$ cat config.mk
export PLATFORM = sky130hd
export DESIGN_NAME = uart_tx
export DESIGN_NICKNAME = d
export VERILOG_FILES = /design/src/rtl/uart_tx.sv
export SDC_FILE = /design/constraint.sdc
export NUM_CORES = 1
export LEC_CHECK = 0
export CAP_MARGIN = 20
export CORE_MARGIN = 1
export CORE_UTILIZATION = 56
export CTS_BUF_LIST = sky130_fd_sc_hd__clkbuf_8
export DETAILED_ROUTE_END_ITERATION = 6
export PLACE_DENSITY_LB_ADDON = 0.2
export SLEW_MARGIN = 20
export SYNTH_ARGS = -nofsm -noshare
export SYNTH_HDL_FRONTEND = slang
export SYNTH_SLANG_ARGS = --single-unit
$ cat constraint.sdc
create_clock -name clk -period 4.75 [get_ports clk]
set_clock_uncertainty 0.05 [all_clocks]
set_input_delay 0.95 -clock clk [delete_from_list [all_inputs] [get_ports clk]]
set_output_delay 0.95 -clock clk [all_outputs]
set_load 0.01 [all_outputs]
$ cat src/rtl/uart_tx.sv
// UART transmitter: start bit, LSB-first data, optional even parity, stop bit, paced by a 16x s_tick.
// Define UART_TX_PARITY_EN to compile in the PARITY state and the even-parity bit.
module uart_tx #(
  parameter int DATA_SIZE      = 8,
  parameter int BIT_COUNT_SIZE = 3,
  parameter int SB_TICK        = 16
) (
  input  logic                 clk,
  input  logic                 reset_n,
  input  logic                 s_tick,
  input  logic                 tx_start,
  input  logic [DATA_SIZE-1:0] data_in,
  output logic                 tx,
  output logic                 tx_busy,
  output logic                 tx_done_tick
);

  localparam logic [2:0] ST_IDLE   = 3'd0;
  localparam logic [2:0] ST_START  = 3'd1;
  localparam logic [2:0] ST_DATA   = 3'd2;
`ifdef UART_TX_PARITY_EN
  localparam logic [2:0] ST_PARITY = 3'd3;
`endif
  localparam logic [2:0] ST_STOP   = 3'd4;

  localparam logic [4:0] TICK_LAST = 5'd15;
  localparam logic [4:0] STOP_LAST = 5'(SB_TICK - 1);
  localparam logic [BIT_COUNT_SIZE-1:0] BIT_LAST = BIT_COUNT_SIZE'(DATA_SIZE - 1);
  localparam logic [BIT_COUNT_SIZE-1:0] BIT_ONE  = BIT_COUNT_SIZE'(1);
  localparam logic [BIT_COUNT_SIZE-1:0] BIT_ZERO = BIT_COUNT_SIZE'(0);

  function automatic logic even_parity(input logic [DATA_SIZE-1:0] word);
    return ^word;
  endfunction

  logic [2:0]                state_r, state_s;
  logic [DATA_SIZE-1:0]      shift_r, shift_s;
  logic [4:0]                sample_count_r, sample_count_s;
  logic [BIT_COUNT_SIZE-1:0] bit_count_r, bit_count_s;
  logic                      tx_r, tx_s;
  logic                      busy_r, busy_s;
  logic                      done_s;
`ifdef UART_TX_PARITY_EN
  logic                      parity_r, parity_s;
`endif

  // State and datapath registers; reset drives the line high without waiting for clk.
  always_ff @(posedge clk or negedge reset_n) begin
    if (!reset_n) begin
      state_r        <= ST_IDLE;
      shift_r        <= {DATA_SIZE{1'b0}};
      sample_count_r <= 5'd0;
      bit_count_r    <= BIT_ZERO;
      tx_r           <= 1'b1;
      busy_r         <= 1'b0;
`ifdef UART_TX_PARITY_EN
      parity_r       <= 1'b0;
`endif
    end else begin
      state_r        <= state_s;
      shift_r        <= shift_s;
      sample_count_r <= sample_count_s;
      bit_count_r    <= bit_count_s;
      tx_r           <= tx_s;
      busy_r         <= busy_s;
`ifdef UART_TX_PARITY_EN
      parity_r       <= parity_s;
`endif
    end
  end

  // Next-state and datapath update; tx_s always reflects the bit of the state being entered.
  always_comb begin
    state_s        = state_r;
    shift_s        = shift_r;
    sample_count_s = sample_count_r;
    bit_count_s    = bit_count_r;
    tx_s           = tx_r;
`ifdef UART_TX_PARITY_EN
    parity_s       = parity_r;
`endif
    case (state_r)
      ST_IDLE: begin
        tx_s = 1'b1;
        if (tx_start) begin
          shift_s        = data_in;
          sample_count_s = 5'd0;
          bit_count_s    = BIT_ZERO;
          tx_s           = 1'b0;
          state_s        = ST_START;
`ifdef UART_TX_PARITY_EN
          parity_s       = even_parity(data_in);
`endif
        end else begin
          state_s = ST_IDLE;
        end
      end
      ST_START: begin
        tx_s = 1'b0;
        if (s_tick) begin
          if (sample_count_r == TICK_LAST) begin
            sample_count_s = 5'd0;
            tx_s           = shift_r[0];
            state_s        = ST_DATA;
          end else begin
            sample_count_s = sample_count_r + 5'd1;
          end
        end else begin
          state_s = ST_START;
        end
      end
      ST_DATA: begin
        if (s_tick) begin
          if (sample_count_r == TICK_LAST) begin
            sample_count_s = 5'd0;
            shift_s        = {1'b0, shift_r[DATA_SIZE-1:1]};
            if (bit_count_r == BIT_LAST) begin
              bit_count_s = BIT_ZERO;
`ifdef UART_TX_PARITY_EN
              tx_s        = parity_r;
              state_s     = ST_PARITY;
`else
              tx_s        = 1'b1;
              state_s     = ST_STOP;
`endif
            end else begin
              bit_count_s = bit_count_r + BIT_ONE;
              tx_s        = shift_r[1];
            end
          end else begin
            sample_count_s = sample_count_r + 5'd1;
          end
        end else begin
          state_s = ST_DATA;
        end
      end
`ifdef UART_TX_PARITY_EN
      ST_PARITY: begin
        tx_s = parity_r;
        if (s_tick) begin
          if (sample_count_r == TICK_LAST) begin
            sample_count_s = 5'd0;
            tx_s           = 1'b1;
            state_s        = ST_STOP;
          end else begin
            sample_count_s = sample_count_r + 5'd1;
          end
        end else begin
          state_s = ST_PARITY;
        end
      end
`endif
      ST_STOP: begin
        tx_s = 1'b1;
        if (s_tick) begin
          if (sample_count_r == STOP_LAST) begin
            sample_count_s = 5'd0;
            state_s        = ST_IDLE;
          end else begin
            sample_count_s = sample_count_r + 5'd1;
          end
        end else begin
          state_s = ST_STOP;
        end
      end
      default: begin
        state_s = ST_IDLE;
        tx_s    = 1'b1;
      end
    endcase
  end

  // Output decode: done pulse precedes the return to IDLE; busy is registered from the next state.
  always_comb begin
    done_s = 1'b0;
    busy_s = 1'b0;
    if ((state_r == ST_STOP) && s_tick && (sample_count_r == STOP_LAST)) begin
      done_s = 1'b1;
    end else begin
      done_s = 1'b0;
    end
    if (state_s != ST_IDLE) begin
      busy_s = 1'b1;
    end else begin
      busy_s = 1'b0;
    end
  end

  assign tx           = tx_r;
  assign tx_busy      = busy_r;
  assign tx_done_tick = done_s;

endmodule

; ---- After elaboration in Yosys (flattened, before gate mapping)
; Cells that the tools add are included.
[totals]
register_bits = 21
output_inout_bits = 3
inputBits = 12
wordCells = 58
[op_classes]
add_sub_neg = 2
reduce_logical = 10
n_mux = 31
n_eq_ne = 9
[op_table]
columns = operator, count
row1 = 3-bit 2-to-1 mux, 11
row2 = 8-bit 2-to-1 mux, 3
row3 = 8-bit case mux with 2 select lines, 1
row4 = 5-bit 2-to-1 mux, 3
row5 = 3-bit case mux with 4 select lines, 1
row6 = 5-bit case mux with 2 select lines, 1
row7 = 1-bit 2-to-1 mux, 9
row8 = "3-bit == test, second input constant", 2
row9 = "2-bit inequality test, second input constant", 3
row10 = 3-bit case mux with 2 select lines, 1
row11 = "5-bit by 1-bit adder with 5-bit output, second input constant", 1
row12 = "5-bit by 4-bit == test with 1-bit output, second input constant", 1
row13 = 4-bit AND reduction, 1
row14 = 2-bit nonzero test, 2
row15 = "3-bit by 1-bit adder with 3-bit output, second input constant", 1
row16 = "3-bit by 1-bit == test with 1-bit output, second input constant", 1
row17 = "3-bit by 2-bit == test with 1-bit output, second input constant", 1
row18 = 3-bit logical NOT, 1
row19 = 1-bit case mux with 3 select lines, 1
row20 = 3-bit AND reduction, 1
row21 = 3-bit nonzero test, 1
row22 = 3-bit OR reduction, 1
row23 = 1-bit logical AND, 2
row24 = "2-bit by 1-bit inequality test with 1-bit output, second input constant", 1
row25 = 2-bit AND reduction, 1

; ---- Logic depth before layout (Yosys ltp)
[logic_depth]
depth_word = 7
ltp_mapped = 6
mapped_depth_nobuf = 5

; ---- Worst setup path before layout
; OpenSTA, ideal clock, no wires.
[synth_path]
kind = input port to output port
startpoint = input s_tick
endpoint = output tx_done_tick
required_time_ns = 3.750
cell_stages = 2
slack_ns = 2.407
path_buffers = 0
arrival_ns = 1.343
cell_sequence = nand2_1 -> nor3_1
[synth_via]
elab_chain_cells = 3
[synth_rtl]
columns = item, line_no
row1 = start: declaration, 10  ; input logic s_tick,
row2 = 1-bit logical AND (2 in a row), 177  ; if ((state_r == ST_STOP) && s_tick && (sample_count_r == STOP_LAST)) begin
row3 = 1-bit 2-to-1 mux, 177
row4 = end: declaration, 15  ; output logic tx_done_tick
; Every way passes these cells.

; ---- Worst setup path after layout
; Same ends and word-level chain as after synthesis.

==> run_results.csv <==
group,metric,value,unit
logic_synthesis,synth_area_leader_cell,"dfrtp_1",
global_routing,track_usage,22.8,%
cts,ctsResizeCount,0,
setup_path,start_kind,"primary input",
setup_path,critical_path.cell_chain,"clkdlybuf4s50_1 > nand2_1 > nor3_1 > clkdlybuf4s50_1",
drt,routed_wl,2080,um
drt,vias,888,
global_routing,grt_max_degree,22,
floorplan,rows,15,
final_layout,area_delta_synth_final,15.6,%
place,port-buffer-count,14,
timing,slew_headroom,39.6,%
floorplan,boundaryPins,15,
place,dpl.hpwl,1500,um
pwr,combPwrFrac,31.5,%
setup_path,timing.rr.end,"shift_r[5]$_DFFE_PN0P_",
timing,finalWorstSetupSlack,1320,ps
cts,clkSinkCount,21,
min_path,min_path_cells,1,
logic_synthesis,ys_warn_count,0,
cts,clk_latency,260,ps
cts,post-cts-setup-buffers,0,
drt,routed-wl-met3,95,um
logic_synthesis,synth_edf_count,0,
logic_synthesis,yosysMostFrequentCell,"dfrtp_1",
timing,setup_viol,0,
pwr,p_sw,0.000185,W
drt,vias_per_cell,6.17,
min_path,holdCritStartpoint,"shift_r[0]$_DFFE_PN0P_",
timing,finalCritPeriodShare,72.2,%
floorplan,core_area,1800,um^2
pwr,seqPwrFrac,48.8,%
global_routing,grt_overflow,0,
logic_synthesis,synthArstFlopShare,100,%
job,maxCapViolations,0,
setup_path,cpMostUsedCell,"clkdlybuf4s50_1",
logic_synthesis,synth_area,1130,um^2
timing,drv_slew,0,
cts,cts_htree_levels,1,
pwr,leakage,0.533,nW
timing,max_slew.worst_pin.slew,903,ps
setup_path,rr_startpoint,"sample_count_r[0]$_DFFE_PN0P_",
setup_path,worstPathArrival,2430,ps
setup_path,cp-end-kind,"output port",
floorplan,start_util,62.5,%
floorplan,die_area,2190,um^2
final_layout,nNetsFinal,135,
drt,drt_iter0_markers,19,
drt,route.detailed.drc,0,
logic_synthesis,synthTopCellsByArea,"dfrtp_1 (44%), o21a_1 (6.0%), o22a_1 (5.4%)",
logic_synthesis,ys_ff_latch,21,
timing,tns,0,ps
logic_synthesis,synth_common_cells,"dfrtp_1 (20), o21a_1 (9), nand3_1 (8)",
final_layout,antenna_cells,0,
drt,met2_length,970,um
global_routing,antenna_found_initial,0,
setup_path,rrSetupSlack,2870,ps
cts,cts_root_buffer,"clkbuf_8",
drt,drt_pre_antenna_iters,4,
final_layout,drive_gt1_share,11.8,%
timing,max_freq,291,MHz
cts,numCtsBuffers,3,
global_routing,grt_pass1_wl,3410,um
logic_synthesis,synth_flop_cell,"dfrtp_1",
timing,finalHoldViolCount,0,
logic_synthesis,syn_inst,106,
logic_synthesis,synth_nets,121,
cts,cts_tree,"built",
logic_synthesis,synth_top_area_share,44.4,%
timing,rsz0062_at_grt,"false",
setup_path,reg2regPathDepth,5,
pwr,powerDensity,449,nW/um^2
cts,path_clk_slew,80,ps
drt,ant_nets,0,
cts,holdBufCountCts,0,
drt,met1_length,973,um
run_status,status,"finished clean",
logic_synthesis,avgSynthCellArea,10.6,um^2
timing,fin_crit,3430,ps
pwr,swShare,31.7,%
setup_path,path_class,"primary input to output port",
min_path,hold-path-endpoint,"shift_r[0]$_DFFE_PN0P_",
pwr,pwr-share-clk,19.7,%
min_path,hp-class,"flop to flop",
cts,cts_buffer_depth,2,
logic_synthesis,ys_types,38,
pwr,p_int,0.000399,W
place,pre_cts_ws,1340,ps
drt,top_layer,"met4",
pwr,peakVddDrop,343,uV
setup_path,critPathMaxStageDelay,580,ps
setup_path,crit_slowest_cell,"clkdlybuf4s50_1",
setup_path,crit_required,3750,ps
floorplan,die_width,46.8,um
setup_path,path_max_fanout,6,
global_routing,grt_pass1_vias,793,
floorplan,die_h,46.8,um
place,place_congestion,0.891,
drt,routedWlPerCell,14.4,um
logic_synthesis,ys_seq_area_share,46.8,%
metrics by stage:
stage	hold WS, ps	std cells	utilization, %	cell area, um^2	total power (W)
CTS	441	144	72.2	1300	0.000584
finish	438	144	72.2	1300	0.000584
detailed placement	423	140	69.7	1250	0.000472
floorplan	401	106	-	1130	0.000420
global route	447	144	72.2	1300	0.000619
global placement	418	140	69.7	1250	0.000461
cell type report:
type / instances / area [um^2]
tap: 25 / 31.3
clock buffer: 3 / 41.3
sequential: 21 / 527
inverter: 5 / 18.8
clock inverter: 1 / 5.00
multi-input combinational: 75 / 538
timing repair buffer: 14 / 140
fill: 143 / 500
per-layer routing:
metal | up-vias | track usage [%]
li1 | 421 | -
met1 | 426 | 31.1
met2 | 32 | 34.7
met3 | 9 | 4.62
met4 | 0 | 12.0
met5 | - | 0
registers in the layout, indices dropped and copies added, names as in the netlist:
signal / flops
tx_busy: 1
state_r: 3
bit_count_r: 3
tx: 1
sample_count_r: 5
shift_r: 8
cell families (layout without fill, tap and decap cells):
| kind of cell | count (synthesis) | after routing | share of synthesized area (%) |
|---|---|---|---|
| AO/OA/AOI/OAI | 38 | 38 | 24.1 |
| buffers and inverters | 10 | 23 | 5.44 |
| multiplexers | 1 | 1 | 1.00 |
| XOR/XNOR | 1 | 1 | 1.44 |
| adder cells (fa/ha/maj) | 3 | 3 | 3.33 |
| AND/OR/NAND/NOR | 32 | 32 | 17.9 |
| flip-flops | 21 | 21 | 46.8 |
worst max-delay path: cells and delay by family:
family / cells / cell delay, ps
and+or+nand+nor: 2 / 340
buffers and inverters: 2 / 1140
layout by cell type, fill, tap and decap left out, drive strengths merged:
master | netlist | routed
inv | 5 | 5
nand4bb | 1 | 1
and4bb | 1 | 1
and2 | 1 | 1
a22o | 2 | 2
dfrtp | 20 | 20
nor3 | 2 | 2
or3 | 1 | 1
nand3 | 8 | 8
a211o | 1 | 1
or3b | 1 | 1
o22a | 7 | 7
clkbuf | 0 | 3
o22ai | 1 | 1
o31ai | 2 | 2
a31oi | 3 | 3
xnor2 | 1 | 1
and4b | 1 | 1
dfstp | 1 | 1
o41ai | 1 | 1
o21ai | 8 | 8
mux2 | 1 | 1
o311ai | 1 | 1
nor2 | 6 | 6
nand2b | 2 | 2
nand4 | 2 | 2
ha | 3 | 3
nor2b | 1 | 1
clkdlybuf4s50 | 0 | 14
o21a | 9 | 9
a21oi | 3 | 3
nand2 | 4 | 4
clkinv | 0 | 1
or2 | 1 | 1
power groups by stage:
stage | Clock, W | Combinational [W] | Sequential (W)
finish | 0.000115 | 0.000184 | 0.000285
global route | 0.000122 | 0.000204 | 0.000293
CTS | 0.000115 | 0.000185 | 0.000285
detailed placement | 0 | 0.000184 | 0.000288
global placement | 0 | 0.000176 | 0.000285
floorplan | 0 | 0.000147 | 0.000273
how the worst max path moves through the flow:
stage | startpoint | endpoint | slack, ps
after floorplan | s_tick | tx_done_tick | 2410
after global placement | s_tick | tx_done_tick | 1370
after detailed placement | s_tick | tx_done_tick | 1340
after CTS | s_tick | tx_done_tick | 1340
after global routing | s_tick | tx_done_tick | 1250
final | s_tick | tx_done_tick | 1320
Power figures use the tool's default switching activity.
